--- src/rtl/adder_pkg.sv ---
// Shared constants and helpers for the adder family.
//   ADDER_MAX_WIDTH : widest operand the ripple-carry adder is qualified for.
//   width_ok()      : elaboration-time range check for a requested WIDTH.
package adder_pkg;

    localparam int unsigned ADDER_MAX_WIDTH = 64;

    function automatic bit width_ok(input int unsigned w);
        return (w >= 1) && (w <= ADDER_MAX_WIDTH);
    endfunction

endpackage

--- src/rtl/full_adder_bit.sv ---
// One bit slice of the ripple-carry chain. Purely combinational.
//   a, b : operand bits
//   ci   : carry in from the next-lower slice
//   s    : sum bit
//   co   : carry out to the next-higher slice
module full_adder_bit (
    input  logic a,
    input  logic b,
    input  logic ci,
    output logic s,
    output logic co
);

    logic w_p;

    // Propagate term is shared by the sum and the carry.
    assign w_p = a ^ b;
    assign s   = w_p ^ ci;
    assign co  = (a & b) | (ci & w_p);

endmodule

--- src/rtl/full_adder.sv ---
// Registered ripple-carry full adder: {c, s} = a + b + cin, one cycle after in_valid.
//   clk       : rising-edge clock
//   rst_n     : synchronous reset, active low; clears s, c and out_valid
//   in_valid  : a, b, cin carry a new operand set this cycle
//   a, b      : WIDTH-bit unsigned operands
//   cin       : carry in
//   s         : registered sum, modulo 2^WIDTH
//   c         : registered carry out (bit WIDTH of the full sum)
//   out_valid : s and c hold a new result this cycle
module full_adder
    import adder_pkg::*;
#(
    parameter int unsigned WIDTH = 1
) (
    input  logic             clk,
    input  logic             rst_n,
    input  logic             in_valid,
    input  logic [WIDTH-1:0] a,
    input  logic [WIDTH-1:0] b,
    input  logic             cin,
    output logic [WIDTH-1:0] s,
    output logic             c,
    output logic             out_valid
);

    if (!width_ok(WIDTH)) begin : g_bad_width
        $fatal(1, "full_adder: WIDTH must lie in 1..%0d", ADDER_MAX_WIDTH);
    end

    logic [WIDTH:0]   w_carry;
    logic [WIDTH-1:0] w_sum;

    logic [WIDTH-1:0] r_s;
    logic             r_c;
    logic             r_valid;

    assign w_carry[0] = cin;

    for (genvar i = 0; i < WIDTH; i++) begin : g_bit
        full_adder_bit u_bit (
            .a  (a[i]),
            .b  (b[i]),
            .ci (w_carry[i]),
            .s  (w_sum[i]),
            .co (w_carry[i+1])
        );
    end

    // Result registers only load on accepted operands so they hold across idle cycles.
    always_ff @(posedge clk) begin
        if (!rst_n) begin
            r_s     <= '0;
            r_c     <= 1'b0;
            r_valid <= 1'b0;
        end else begin
            r_valid <= in_valid;
            if (in_valid) begin
                r_s <= w_sum;
                r_c <= w_carry[WIDTH];
            end
        end
    end

    assign s         = r_s;
    assign c         = r_c;
    assign out_valid = r_valid;

endmodule

--- config.mk ---
export PLATFORM = sky130hd
export DESIGN_NAME = full_adder
export DESIGN_NICKNAME = d
export VERILOG_FILES = /design/src/rtl/adder_pkg.sv /design/src/rtl/full_adder_bit.sv /design/src/rtl/full_adder.sv
export SDC_FILE = /design/constraint.sdc
export NUM_CORES = 1
export LEC_CHECK = 0
export ABC_AREA = 0
export BUFFER_PORTS_ARGS = -buffer_cell sky130_fd_sc_hd__buf_2
export CAP_MARGIN = 40
export CELL_PAD_IN_SITES_DETAIL_PLACEMENT = 1
export CELL_PAD_IN_SITES_GLOBAL_PLACEMENT = 2
export CORE_AREA = 2 2 39 41
export DETAILED_ROUTE_END_ITERATION = 8
export DIE_AREA = 0 0 41 43
export GPL_TIMING_DRIVEN = 0
export PLACE_DENSITY = 0.38
export SYNTH_ARGS = -nofsm -noshare
export SYNTH_HDL_FRONTEND = slang
export SYNTH_HIERARCHICAL = 1
export SYNTH_SLANG_ARGS = --single-unit
--- constraint.sdc ---
create_clock -name clk -period 1.3 [get_ports clk]
set_clock_uncertainty 0.15 [all_clocks]
set_input_delay 0.13 -clock clk [delete_from_list [all_inputs] [get_ports clk]]
set_output_delay 0.13 -clock clk [all_outputs]
set_load 0.05 [all_outputs]
After elaboration in Yosys (flattened, before gate mapping). Index checks and enable logic that the tools add are counted.

Bitwise operators: 5.

Operators by type and width (number): 1-bit AND (2); 1-bit bitwise XOR (2); 1-bit OR (1).

Bits of input ports: 6. Register bits after elaboration: 3. Logic and storage cells: 8. Output and inout port bits: 3.

Depth between registers and ports, before layout.
Word-level depth: 3. Gate-level depth with buffers: 3. Gate-level depth less buffers: 3.

By module. Netlist, hierarchy kept.

By module, submodules not included: full_adder (seq. area each 60.1 um^2, times used 1, area an instance 100.1 um^2, cells each 8); full_adder_bit (seq. area each 0.0 um^2, times used 1, area an instance 20.0 um^2, cells each 1).

Least setup slack after synthesis. OpenSTA, ideal clock, no wires.

Path kind: reg2reg. From: register, netlist name c. To: register r_c, in the netlist c. Setup time: 66 ps. Slack: 247 ps. Data required time: 1084 ps. Buffers on the path: 0. Data arrival time: 838 ps. Clock period less this slack: 1053 ps. Cell stages (with the launch flop): 3. Cells stage by stage: dfxtp_1 > mux2i_1 > nor2b_1.

RTL lines: end signal, assigned (line full_adder.sv:59) `r_c <= w_carry[WIDTH];`; end, declared (line full_adder.sv:34) `logic r_c;`.

Worst setup path in the final report.
From: register r_c, in the netlist c. To: output port c.

RTL lines: end, declared (line full_adder.sv:22) `output logic c,`.

No word-level cell between the ends.

==> results by stage <==
Clocking:
- Buffers added to address setup during post-CTS repair amount to 0.
- The number of gates given a new drive strength after cts is 0.
- The clock latency on the worst-skew pair is 0.23 ns.
- The clock root buffer is clkbuf_4.
- In this run the number of H-tree levels came out at 1.
- The maximum clock insertion buffer count is 2.
- Clock tree synthesis found a total of 3 sinks.
- Counting the buffers created by CTS gives 3.
- Clock-pin slew was measured on the worst setup and hold paths at 0.04 ns.
- TritonCTS built the clock tree.

Place:
- In this run the tool buffered the top-level ports with 8 buffer cells.
- The weighted congestion at the end of routability-driven global placement is 0.489.
- Counting tap cells, the placed design contains a total of 33 instances.

STA:
- The fraction of the cycle the final worst path needs is 83.8%.
- Headroom to the max-slew limit came out at 83.4%.
- The worst-margin pin slew is 0.250 ns.
- The final period demand of the worst path is 1.09 ns.
- The upper clock frequency limit is 0.918 GHz.
- The final max-slew violation count is 0.
- Setup repair after global routing left no endpoint under its margin.
- The sum of negative setup slack is 0 ns.
- The number of failing setup endpoints in the final timing report is 0.
- The final hold violation count came to 0.

Run:
- Max-cap violations in this run came to 0.

Hold path:
- The startpoint identified for the worst hold timing path is in_valid.
- The type of the most critical hold path is in2reg.
- The worst hold path was traced through 2 stages.
- The endpoint with the worst hold slack is out_valid.

Floorplan:
- The initial utilization of the core area, before any placement, comes to 8.68%.
- 9 I/O pins were placed.
- The placeable core region is 1380 um^2.
- The floorplan step defined a die boundary enclosing 1760 um^2.
- The floorplan has 14 rows.
- From left edge to right edge, the die measures 41 um.
- The vertical die dimension is 43 um.

Setup path:
- The worst-path maximum fanout is 2.
- On the critical path, the stage with the largest delay is an instance of dfxtp_1.
- The critical path endpoint category is an output pin.
- Together, buffers and inverters on the worst path number 1.
- The worst register-to-register path ends at s.
- In this design, the largest share of critical-path delay is due to flip-flops.
- The arrival time at the worst endpoint is 0.81 ns.
- The worst reg2reg path startpoint is s.
- The beginning of the critical path is c.
- For the worst setup path, the data required time is 1.02 ns.
- In this design, the stage delay of the slowest critical-path cell is 0.31 ns.
- For flop-to-flop paths, the worst setup slack is 0.55 ns.
- The setup path with the least slack is of type reg2out.
- The critical path launch point type is a register.
- The path depth of the worst reg2reg path is 2.
- The signal on the critical path passes through buf_2.

Routing:
- For this run, the detailed router's first-pass iteration total came to 1.
- The wire length after detailed routing is 320 um.
- The uppermost signal routing layer after detailed routing is met4.
- The routed layout has 115 vias.
- The sum of routed wire segments on met1 is 130 um.
- In the final routed layout, each cell accounts on average for 8.42 um.
- The via count normalized by instance count is 3.03.
- The number of routed nets with antenna violations is 0.
- The remaining routing DRC violations is 0.
- The met2 wire length is 119 um.
- For this block, the initial DRC count from the detailed router was 0.
- The routed design uses 64 um of met3 wire.

Global route:
- The total overflow left after global routing is 0.
- The pin count of the biggest net entering global routing is 4.
- The number of global-route vias before repair was 120.
- For this run, the total global-route usage over all layers was measured as 4.91%.
- The first global-routing pass estimated 469 um of wire.
- The initial antenna violation count is 0.

Power:
- Across the VDD grid, the largest voltage drop is 0.399 mV.
- For this design the static power due to leakage is 0.104 nW.
- The power per standard cell area is 1510 nW/um^2.

Logic synthesis:
- The gate count after technology mapping is 9.
- The cell type contributing the most total cell area after synthesis is dfxtp_1.
- Counting distinct cell types in the post-synthesis netlist gives 5.
- Sequential elements use 50.0% of the synthesized area.
- By area the synthesized netlist is led by dfxtp_1 (50%), fa_1 (17%), mux2i_1 (17%), nor2b_1 (10%), and2_2 (6.3%).
- Summing every instance area after synthesis gives 120 um^2.
- During synthesis, Yosys emitted a total of 6 warnings.
- In this run the mean area of a mapped cell was 13.3 um^2.
- Of the post-synthesis cell area, the dominant cell type holds 50.0%.
- The number of nets produced by synthesis is 16.
- In this run, synthesis produced a sequential element count of 3.

Status:
- The flow ran to the end, and the final reports show no timing, DRC or antenna violations.

Cells and area:
- Of the cells placed in the final design, the portion with a size suffix greater than 1 is 54.5%.
- The number of nets in the finished design is 30.
- The antenna diode instance count is 0.
- The number of standard cells in the final layout excluding fillers is 38.
- The layout-stage area growth over the synthesis result is 80.2%.
- The filler cells instantiated in the layout total 171.
[how the worst max path moves through the flow]
| stage | end | slack (ns) | depth (start not counted) |
|---|---|---|---|
| after floorplan | c | 0.25 | 2 |
| after global placement | s | 0.11 | 4 |
| after detailed placement | s | 0.10 | 4 |
| after CTS | c | 0.19 | 1 |
| after global routing | s | 0.16 | 1 |
| final | c | 0.21 | 1 |
[through the flow]
step           util [%]  hold slack [ns]  setup slack [ns]  instance area [um^2]  power [mW]
6_report           15.6           0.0358             0.211                   216       0.327
3_3_place_gp       13.0            0.218             0.112                   180       0.159
5_1_grt            15.6           0.0480             0.164                   216       0.349
4_1_cts            15.6           0.0276             0.190                   216       0.339
2_1_floorplan         -            0.108             0.247                   120       0.139
3_5_place_dp       13.0            0.231             0.103                   180       0.160
[registers in the layout, indices dropped and copies added (netlist names)]
name,cells
out_valid,1
s,1
c,1
[power breakdown]
group | internal [mW] | leakage, nW | switching, mW
registers | 0.0992 | 0.0249 | 0.00269
logic | 0.0212 | 0.0646 | 0.0370
clock network | 0.115 | 0.0150 | 0.0517
[metal layers]
metal	global-route usage [%]	up-vias
met3	3.14	2
met1	5.13	50
li1	-	54
met5	0	-
met4	8.00	0
met2	4.69	9
[cells in the final DEF (no fill, tap or decap), drive strengths merged]
cell type	synthesis	final
and2	1	1
buf	0	8
clkbuf	0	4
dfxtp	3	3
dlygate4sd3	0	1
fa	1	1
mux2i	2	2
nor2b	2	2
[area by class of cell]
cell class,instances,area [um^2],area share (%)
multi-input cells,6,60.1,27.7
well taps,16,20.0,9.25
repair buffers,9,50.0,23.1
flip-flops and latches,3,60.1,27.7
clock buffers,4,26.3,12.1
[cells in the mapped netlist]
library cell / instances
dfxtp_1: 3
mux2i_1: 2
fa_1: 1
and2_2: 1
nor2b_1: 2
[what timing repair did]
item | in CTS | in global routing
endpoints found under the hold margin | 3 | 0
hold buffers | 1 | 0
endpoints found under the setup margin | 0 | 0
[kinds of logic (layout without fill, tap and decap cells)]
family / after synthesis / in the layout / synth area share (%)
AND/OR/NAND/NOR: 3 / 3 / 16.7
buffers and inverters: 0 / 13 / 0
flip-flops: 3 / 3 / 50.0
multiplexers: 2 / 2 / 16.7
adder cells (fa/ha/maj): 1 / 1 / 16.7
[worst register-to-register path, cell delays in order (launching register included)]
cell and delay (ns):
dfxtp_1 0.30, mux2i_1 0.13, nor2b_1 0.06
Power figures use the tool's default switching activity.
